==> src/rtl/fp_pkg.sv <==
// Shared types and constant-pattern helpers for the parametrised FP add/sub unit.
// Latency: none, declarations only.
// Backpressure: not applicable.
package fp_pkg;

    typedef enum logic [2:0] {
        IDLE,
        UNPACK,
        ALIGN,
        ADD,
        NORM,
        ROUND,
        DONE
    } fp_state_t;

    localparam int FP_MAX_W = 64;
    typedef logic [FP_MAX_W-1:0] fp_word_t;

    function automatic int fp_word_w(input int exp_w, input int man_w);
        return 1 + exp_w + man_w;
    endfunction

    function automatic int fp_bias(input int exp_w);
        return (1 << (exp_w - 1)) - 1;
    endfunction

    // Magnitude bits of infinity: exponent all ones, fraction zero, sign clear.
    function automatic fp_word_t fp_inf(input int exp_w, input int man_w);
        return ((fp_word_t'(1) << exp_w) - fp_word_t'(1)) << man_w;
    endfunction

    function automatic fp_word_t fp_qnan(input int exp_w, input int man_w);
        return fp_inf(exp_w, man_w) | (fp_word_t'(1) << (man_w - 1));
    endfunction

    function automatic fp_word_t fp_zero(input logic sign, input int exp_w, input int man_w);
        return fp_word_t'(sign) << (exp_w + man_w);
    endfunction

endpackage

==> src/rtl/fp_lzc.sv <==
// Combinational leading-zero counter; returns W when the input is all zeros.
// Latency: 0 cycles.
// Backpressure: not applicable.
module fp_lzc #(
    parameter int W = 27,
    localparam int CW = $clog2(W + 1)
) (
    input  logic [W-1:0]  din,
    output logic [CW-1:0] cnt
);

    logic found;

    always_comb begin
        cnt   = CW'(W);
        found = 1'b0;
        for (int i = W - 1; i >= 0; i--) begin
            if (!found && din[i]) begin
                cnt   = CW'(W - 1 - i);
                found = 1'b1;
            end
        end
    end

endmodule

==> src/rtl/fp_addsub.sv <==
// Multi-cycle FP add/sub, RNE rounding, flush-to-zero; FPADD_FLAGS_EN adds the {inv,ovf,unf,inx} flags port.
// Latency: output_valid 6 edges after start is accepted, 2 edges for NaN/inf operands.
// Backpressure: result and valid held in DONE until ack_output; start ignored outside IDLE.
module fp_addsub
    import fp_pkg::*;
#(
    parameter int EXP_W = 8,
    parameter int MAN_W = 23
) (
    input  logic                   clk,
    input  logic                   rst,
    input  logic [EXP_W+MAN_W:0]   input_a,
    input  logic [EXP_W+MAN_W:0]   input_b,
    input  logic                   op,
    input  logic                   start,
    input  logic                   ack_output,
    output logic [EXP_W+MAN_W:0]   output_z,
    output logic                   output_valid,
    output logic                   idle_status
`ifdef FPADD_FLAGS_EN
    ,
    output logic [3:0]             flags
`endif
);

    localparam int W   = fp_word_w(EXP_W, MAN_W);
    localparam int SW  = MAN_W + 4;
    localparam int LZW = $clog2(SW + 1);
    localparam int EW  = EXP_W + 2;

    localparam fp_word_t INF_F   = fp_inf(EXP_W, MAN_W);
    localparam fp_word_t QNAN_F  = fp_qnan(EXP_W, MAN_W);
    localparam fp_word_t NZERO_F = fp_zero(1'b1, EXP_W, MAN_W);
    localparam logic [W-2:0] INF_MAG  = INF_F[W-2:0];
    localparam logic [W-1:0] QNAN     = QNAN_F[W-1:0];
    localparam logic [W-1:0] NEG_ZERO = NZERO_F[W-1:0];
    localparam logic [EW-1:0] EXP_ALL1 = {2'b00, {EXP_W{1'b1}}};

    fp_state_t state;

    logic [W-1:0]     a_r, b_r;
    logic             op_r;
    logic             sign_big, sign_sml;
    logic [EXP_W-1:0] exp_big, exp_sml;
    logic [SW-1:0]    sig_big, sig_sml;
    logic [SW:0]      sum_r;
    logic [SW-1:0]    norm_r;
    logic [EW-1:0]    exp_n;
    logic             zero_r;
    logic [W-1:0]     z_res;

    logic [EXP_W-1:0] ea, eb;
    logic [MAN_W-1:0] fa, fb;
    logic             sa, sb;
    logic             a_nan, b_nan, a_inf, b_inf, a_zero, b_zero, a_big;
    logic [W-2:0]     mag_a, mag_b;
    logic [SW-1:0]    sig_a, sig_b;
    logic             sp_hit, sp_nan, sp_sign;
    logic [W-1:0]     sp_z;

    always_comb begin
        ea     = a_r[W-2:MAN_W];
        eb     = b_r[W-2:MAN_W];
        fa     = a_r[MAN_W-1:0];
        fb     = b_r[MAN_W-1:0];
        sa     = a_r[W-1];
        sb     = b_r[W-1] ^ op_r;
        a_nan  = (&ea) & (|fa);
        b_nan  = (&eb) & (|fb);
        a_inf  = (&ea) & ~(|fa);
        b_inf  = (&eb) & ~(|fb);
        a_zero = (ea == '0);
        b_zero = (eb == '0);
        // Subnormals have a zero exponent, so they enter the datapath as exact zeros.
        mag_a  = a_zero ? '0 : a_r[W-2:0];
        mag_b  = b_zero ? '0 : b_r[W-2:0];
        sig_a  = a_zero ? '0 : {1'b1, fa, 3'b000};
        sig_b  = b_zero ? '0 : {1'b1, fb, 3'b000};
        a_big  = (mag_a >= mag_b);

        sp_hit  = 1'b0;
        sp_nan  = 1'b0;
        sp_sign = 1'b0;
        if (a_nan || b_nan) begin
            sp_hit = 1'b1;
            sp_nan = 1'b1;
        end else if (a_inf && b_inf) begin
            sp_hit  = 1'b1;
            sp_nan  = (sa != sb);
            sp_sign = sa;
        end else if (a_inf) begin
            sp_hit  = 1'b1;
            sp_sign = sa;
        end else if (b_inf) begin
            sp_hit  = 1'b1;
            sp_sign = sb;
        end
        sp_z = sp_nan ? QNAN : {sp_sign, INF_MAG};
    end

    logic [EXP_W-1:0] diff;
    logic [SW-1:0]    shift_mask, aligned;

    always_comb begin
        diff       = exp_big - exp_sml;
        shift_mask = ~({SW{1'b1}} << diff);
        if (int'(diff) >= MAN_W + 3)
            aligned = {{(SW-1){1'b0}}, |sig_sml};
        else
            aligned = (sig_sml >> diff) | {{(SW-1){1'b0}}, |(sig_sml & shift_mask)};
    end

    logic [LZW-1:0] lz;

    fp_lzc #(.W(SW)) u_lzc (
        .din (sum_r[SW-1:0]),
        .cnt (lz)
    );

    logic [MAN_W:0]   mant;
    logic [MAN_W+1:0] mant_r;
    logic [MAN_W-1:0] frac_f;
    logic [EW-1:0]    exp_f;
    logic             g, r, s, rnd_up, rnd_ovf, rnd_unf;
    logic [W-1:0]     rnd_z;

    always_comb begin
        mant    = norm_r[SW-1:3];
        g       = norm_r[2];
        r       = norm_r[1];
        s       = norm_r[0];
        rnd_up  = g & (r | s | norm_r[3]);
        mant_r  = {1'b0, mant} + {{(MAN_W+1){1'b0}}, rnd_up};
        frac_f  = mant_r[MAN_W+1] ? mant_r[MAN_W:1] : mant_r[MAN_W-1:0];
        exp_f   = exp_n + {{(EW-1){1'b0}}, mant_r[MAN_W+1]};
        // exp_f is two's complement; a set MSB means the exponent went negative.
        rnd_unf = !zero_r && (exp_f[EW-1] || exp_f == '0);
        rnd_ovf = !zero_r && !exp_f[EW-1] && (exp_f >= EXP_ALL1);
        if (zero_r)
            rnd_z = (sign_big & sign_sml) ? NEG_ZERO : '0;
        else if (rnd_unf)
            rnd_z = {sign_big, {(W-1){1'b0}}};
        else if (rnd_ovf)
            rnd_z = {sign_big, INF_MAG};
        else
            rnd_z = {sign_big, exp_f[EXP_W-1:0], frac_f};
    end

`ifdef FPADD_FLAGS_EN
    logic [3:0] flg_res;
    logic [3:0] rnd_flags;

    always_comb begin
        rnd_flags = {1'b0, rnd_ovf, rnd_unf, g | r | s | rnd_ovf | rnd_unf};
    end
`endif

    always_ff @(posedge clk or posedge rst) begin
        if (rst) begin
            state        <= IDLE;
            a_r          <= '0;
            b_r          <= '0;
            op_r         <= 1'b0;
            sign_big     <= 1'b0;
            sign_sml     <= 1'b0;
            exp_big      <= '0;
            exp_sml      <= '0;
            sig_big      <= '0;
            sig_sml      <= '0;
            sum_r        <= '0;
            norm_r       <= '0;
            exp_n        <= '0;
            zero_r       <= 1'b0;
            z_res        <= '0;
            output_z     <= '0;
            output_valid <= 1'b0;
            idle_status  <= 1'b1;
`ifdef FPADD_FLAGS_EN
            flg_res      <= '0;
            flags        <= '0;
`endif
        end else begin
            case (state)
                IDLE: begin
                    if (start) begin
                        a_r         <= input_a;
                        b_r         <= input_b;
                        op_r        <= op;
                        idle_status <= 1'b0;
                        state       <= UNPACK;
                    end
                end
                UNPACK: begin
                    if (sp_hit) begin
                        z_res <= sp_z;
`ifdef FPADD_FLAGS_EN
                        flg_res <= {sp_nan, 3'b000};
`endif
                        state <= DONE;
                    end else begin
                        sign_big <= a_big ? sa : sb;
                        sign_sml <= a_big ? sb : sa;
                        exp_big  <= a_big ? ea : eb;
                        exp_sml  <= a_big ? eb : ea;
                        sig_big  <= a_big ? sig_a : sig_b;
                        sig_sml  <= a_big ? sig_b : sig_a;
                        state    <= ALIGN;
                    end
                end
                ALIGN: begin
                    sig_sml <= aligned;
                    state   <= ADD;
                end
                ADD: begin
                    // Operands are ordered by magnitude, so subtraction never goes negative.
                    if (sign_big ^ sign_sml)
                        sum_r <= {1'b0, sig_big} - {1'b0, sig_sml};
                    else
                        sum_r <= {1'b0, sig_big} + {1'b0, sig_sml};
                    state <= NORM;
                end
                NORM: begin
                    zero_r <= (sum_r == '0);
                    if (sum_r[SW]) begin
                        norm_r <= {sum_r[SW:2], |sum_r[1:0]};
                        exp_n  <= {2'b00, exp_big} + EW'(1);
                    end else begin
                        norm_r <= sum_r[SW-1:0] << lz;
                        exp_n  <= {2'b00, exp_big} - {{(EW-LZW){1'b0}}, lz};
                    end
                    state <= ROUND;
                end
                ROUND: begin
                    z_res <= rnd_z;
`ifdef FPADD_FLAGS_EN
                    flg_res <= rnd_flags;
`endif
                    state <= DONE;
                end
                DONE: begin
                    if (!output_valid) begin
                        output_valid <= 1'b1;
                        output_z     <= z_res;
`ifdef FPADD_FLAGS_EN
                        flags        <= flg_res;
`endif
                    end else if (ack_output) begin
                        output_valid <= 1'b0;
                        idle_status  <= 1'b1;
                        state        <= IDLE;
                    end
                end
                default: begin
                    idle_status <= 1'b1;
                    state       <= IDLE;
                end
            endcase
        end
    end

endmodule
==> config.mk <==
export PLATFORM = sky130hd
export DESIGN_NAME = fp_addsub
export DESIGN_NICKNAME = d
export VERILOG_FILES = /design/src/rtl/fp_pkg.sv /design/src/rtl/fp_lzc.sv /design/src/rtl/fp_addsub.sv
export SDC_FILE = /design/constraint.sdc
export NUM_CORES = 1
export LEC_CHECK = 0
export BUFFER_PORTS_ARGS = -buffer_cell sky130_fd_sc_hd__buf_2
export CAP_MARGIN = 20
export CORE_UTILIZATION = 60
export DETAILED_ROUTE_END_ITERATION = 16
export PLACE_DENSITY = 0.8
export SLEW_MARGIN = 20
export SYNTH_ARGS = -nofsm -noshare
export SYNTH_HDL_FRONTEND = slang
export SYNTH_SLANG_ARGS = --single-unit
==> constraint.sdc <==
create_clock -name clk -period 10.2 [get_ports clk]
set_clock_uncertainty 0.2 [all_clocks]
set_input_delay 1.02 -clock clk [delete_from_list [all_inputs] [get_ports clk]]
set_output_delay 1.02 -clock clk [all_outputs]
set_load 0.1 [all_outputs]
==> metrics.txt <==
# rows=64; Slew Limit Headroom=29.8%; Crit Path Max Fanout=14; final WL=approximately 56000 um; Synth Register Bits=approximately 270; Via Count=17100; async set-reset flop share out of synthesis=100%; Fin Setup TNS=0 ps; sequential fraction of the synthesis area=a little over a third; cts repair resizes=0; dominant synthesized flop cell=dfrtp_1; Die H=about 180 um; Worst-Skew Late Latency=around 550 ps; gr usage total=a little over a third; Cells after Synth=2143; RSZ-0062 raised after global routing=no; DR WL/cell=roughly 22 um; most common cell after layout, fill and taps aside=dfrtp_1; fin crit share=roughly half; Worst-Margin Slew=around 1000 ps; crit path kind=flip-flop to flip-flop; post-synthesis cell area=between 15000 and 20000 sq um; routability cong.=1.00; die area=around 32000 sq um; Hold Path Class=flip-flop to flip-flop; antenna cells=0; post-synth top area share=about 36%; Routed Antenna Nets=0; Layout area overhead=8.74%; Cell Count, Final, Fillers Out=roughly 2600; PortBufs=slightly above 100; Synth Warn #=0; Synth area leaders=dfrtp_1 (36%), mux2_2 (6.7%), nand2_1 (5.0%); crit path time final=between 5000 and 6000 ps; Pins Over Slew Limit=0; number of global-route vias before repair=roughly 16000; most frequent cells in the layout=dfrtp_1 (268), nand2_1 (245), nor2_1 (186), o21ai_0 (180), a21oi_1 (142); Arr. time, crit path=5420 ps; largest net degree at the start of global routing=roughly 140; sequential cell area=about 6700 sq um; Clk pin slew, worst setup/hold paths=60 ps; CTS buffer count=29; final setup fails=0; H-tree levels=1; Yosys top cell by area=dfrtp_1; Core Region=between 30000 and 40000 sq um; setup bufs post-CTS=0; Final Hold Fails=0; Mean Syn Cell Area=8.67 sq um; Hold-fix buffers, CTS=0; Starting Density=60.9%; DRT iter0 DRCs=around 2000; CTS tree=done; multi-input logic area=roughly 11000 sq um; Fill cells=roughly 2500; clock tree sinks=269; number of max-cap violations=0; net count after synthesis=~2300; # IOs=around 100; drt drc=0; DRT Pass-1 Iters=6; fmax=193 MHz; status=complete, no violations; CP Capture Type=flip-flop; post-DP HPWL=approximately 41000 um; clk buf depth=3; clk root buf=clkbuf_16; WP data required=approximately 10000 ps; share of post-route cells with drive strength above 1=between 15 and 20%; Via density=6.65; Synth cell types=around 90; Final Net Count=2294; # placed instances=approximately 2500; Post-synth EDFFs=0; initial antenna violation count=0; die width=178 um; total grt overflow=0; Worst Setup Start Kind=flip-flop; first-pass GRT wire length=slightly below 90000 um
-- Yosys cell counts, types with 46 or more instances --
cell type and count:
nand2_1 245, a21oi_1 142, xnor2_1 60, o21ai_0 180, mux2i_1 64, inv_1 56
dfrtp_1 268, nor2_1 188, mux2_2 110, clkbuf_1 124, ha_1 73, nor3_1 46
-- layer usage --
metal / track usage [%] / vias to the layer above / share of wire, %
li1: - / 7801 / -
met1: 49.4 / 8093 / 42
met2: 54.6 / 1004 / 44
met3: 8.23 / 154 / 11
met4: 10.4 / 0 / 3.1
met5: 0 / - / 0
-- flip-flops by register name (all words and copies together), names as in the netlist, 3 cells and up --
name and flops:
norm_r 27, sig_sml 27, b_r 32, exp_n 10, sum_r 28, state 3, sig_big 24, exp_big 8
a_r 32, z_res 32, exp_sml 8, output_z 32
-- logic make-up (layout without fill, tap and decap cells) --
| logic type | count (synthesis) | in the layout | synth area share, % |
|---|---|---|---|
| flip-flops | 269 | 269 | 36.3 |
| AO/OA/AOI/OAI | 606 | 606 | 20.8 |
| adder cells (fa/ha/maj) | 76 | 76 | 5.19 |
| AND/OR/NAND/NOR | 710 | 710 | 17.8 |
| buffers and inverters | 209 | 236 | 4.48 |
| XOR/XNOR | 90 | 90 | 4.24 |
| multiplexers | 183 | 183 | 11.2 |
-- cell type report --
cell class                 count  share of cell area [%]
multi-input combinational   1665                    54.8
sequential                   269                    33.3
clock buffer                  43                    4.25
timing repair buffer         126                    3.42
tap                          396                    2.45
inverter                      59                    1.13
clock inverter                 8                   0.613
-- through the flow --
stage	area [sq um]	util [%]	hold WS, ps	setup WS [ps]
2_1_floorplan	18600	-	240	1570
3_5_place_dp	19200	63.0	270	5140
5_1_grt	20200	66.2	309	4500
6_report	20200	66.2	279	5030
4_1_cts	20200	66.2	285	5080
3_3_place_gp	19200	63.0	258	5330
-- path summary, 6_finish.rpt --
path,start,to,slack (ps),cells after the start
max in group asynchronous,rst,sig_big[3],7630,3
hold / removal,exp_sml[2],exp_sml[2],280,2
hold reg to reg,exp_sml[2],exp_sml[2],280,2
setup / recovery,norm_r[2],z_res[9],5030,18
setup reg to reg,norm_r[2],z_res[9],5030,18
min in group asynchronous,rst,exp_sml[5],450,2
-- critical path: stages, from the launching register on --
cell	delay [ps]
dfrtp_1	390
and2_1	140
ha_1	170
and3_1	190
and3_1	190
and2_1	260
nand4_1	130
nor3_1	390
ha_1	290
ha_1	200
nand3_1	120
nor2_1	200
nand3_1	130
xor2_1	210
o41ai_1	120
a31oi_1	560
and2_0	620
nand2b_1	330
o21ai_0	250
Power is not shown: default switching activity piles up to over one toggle a cycle in this logic, so the estimate is an artifact.
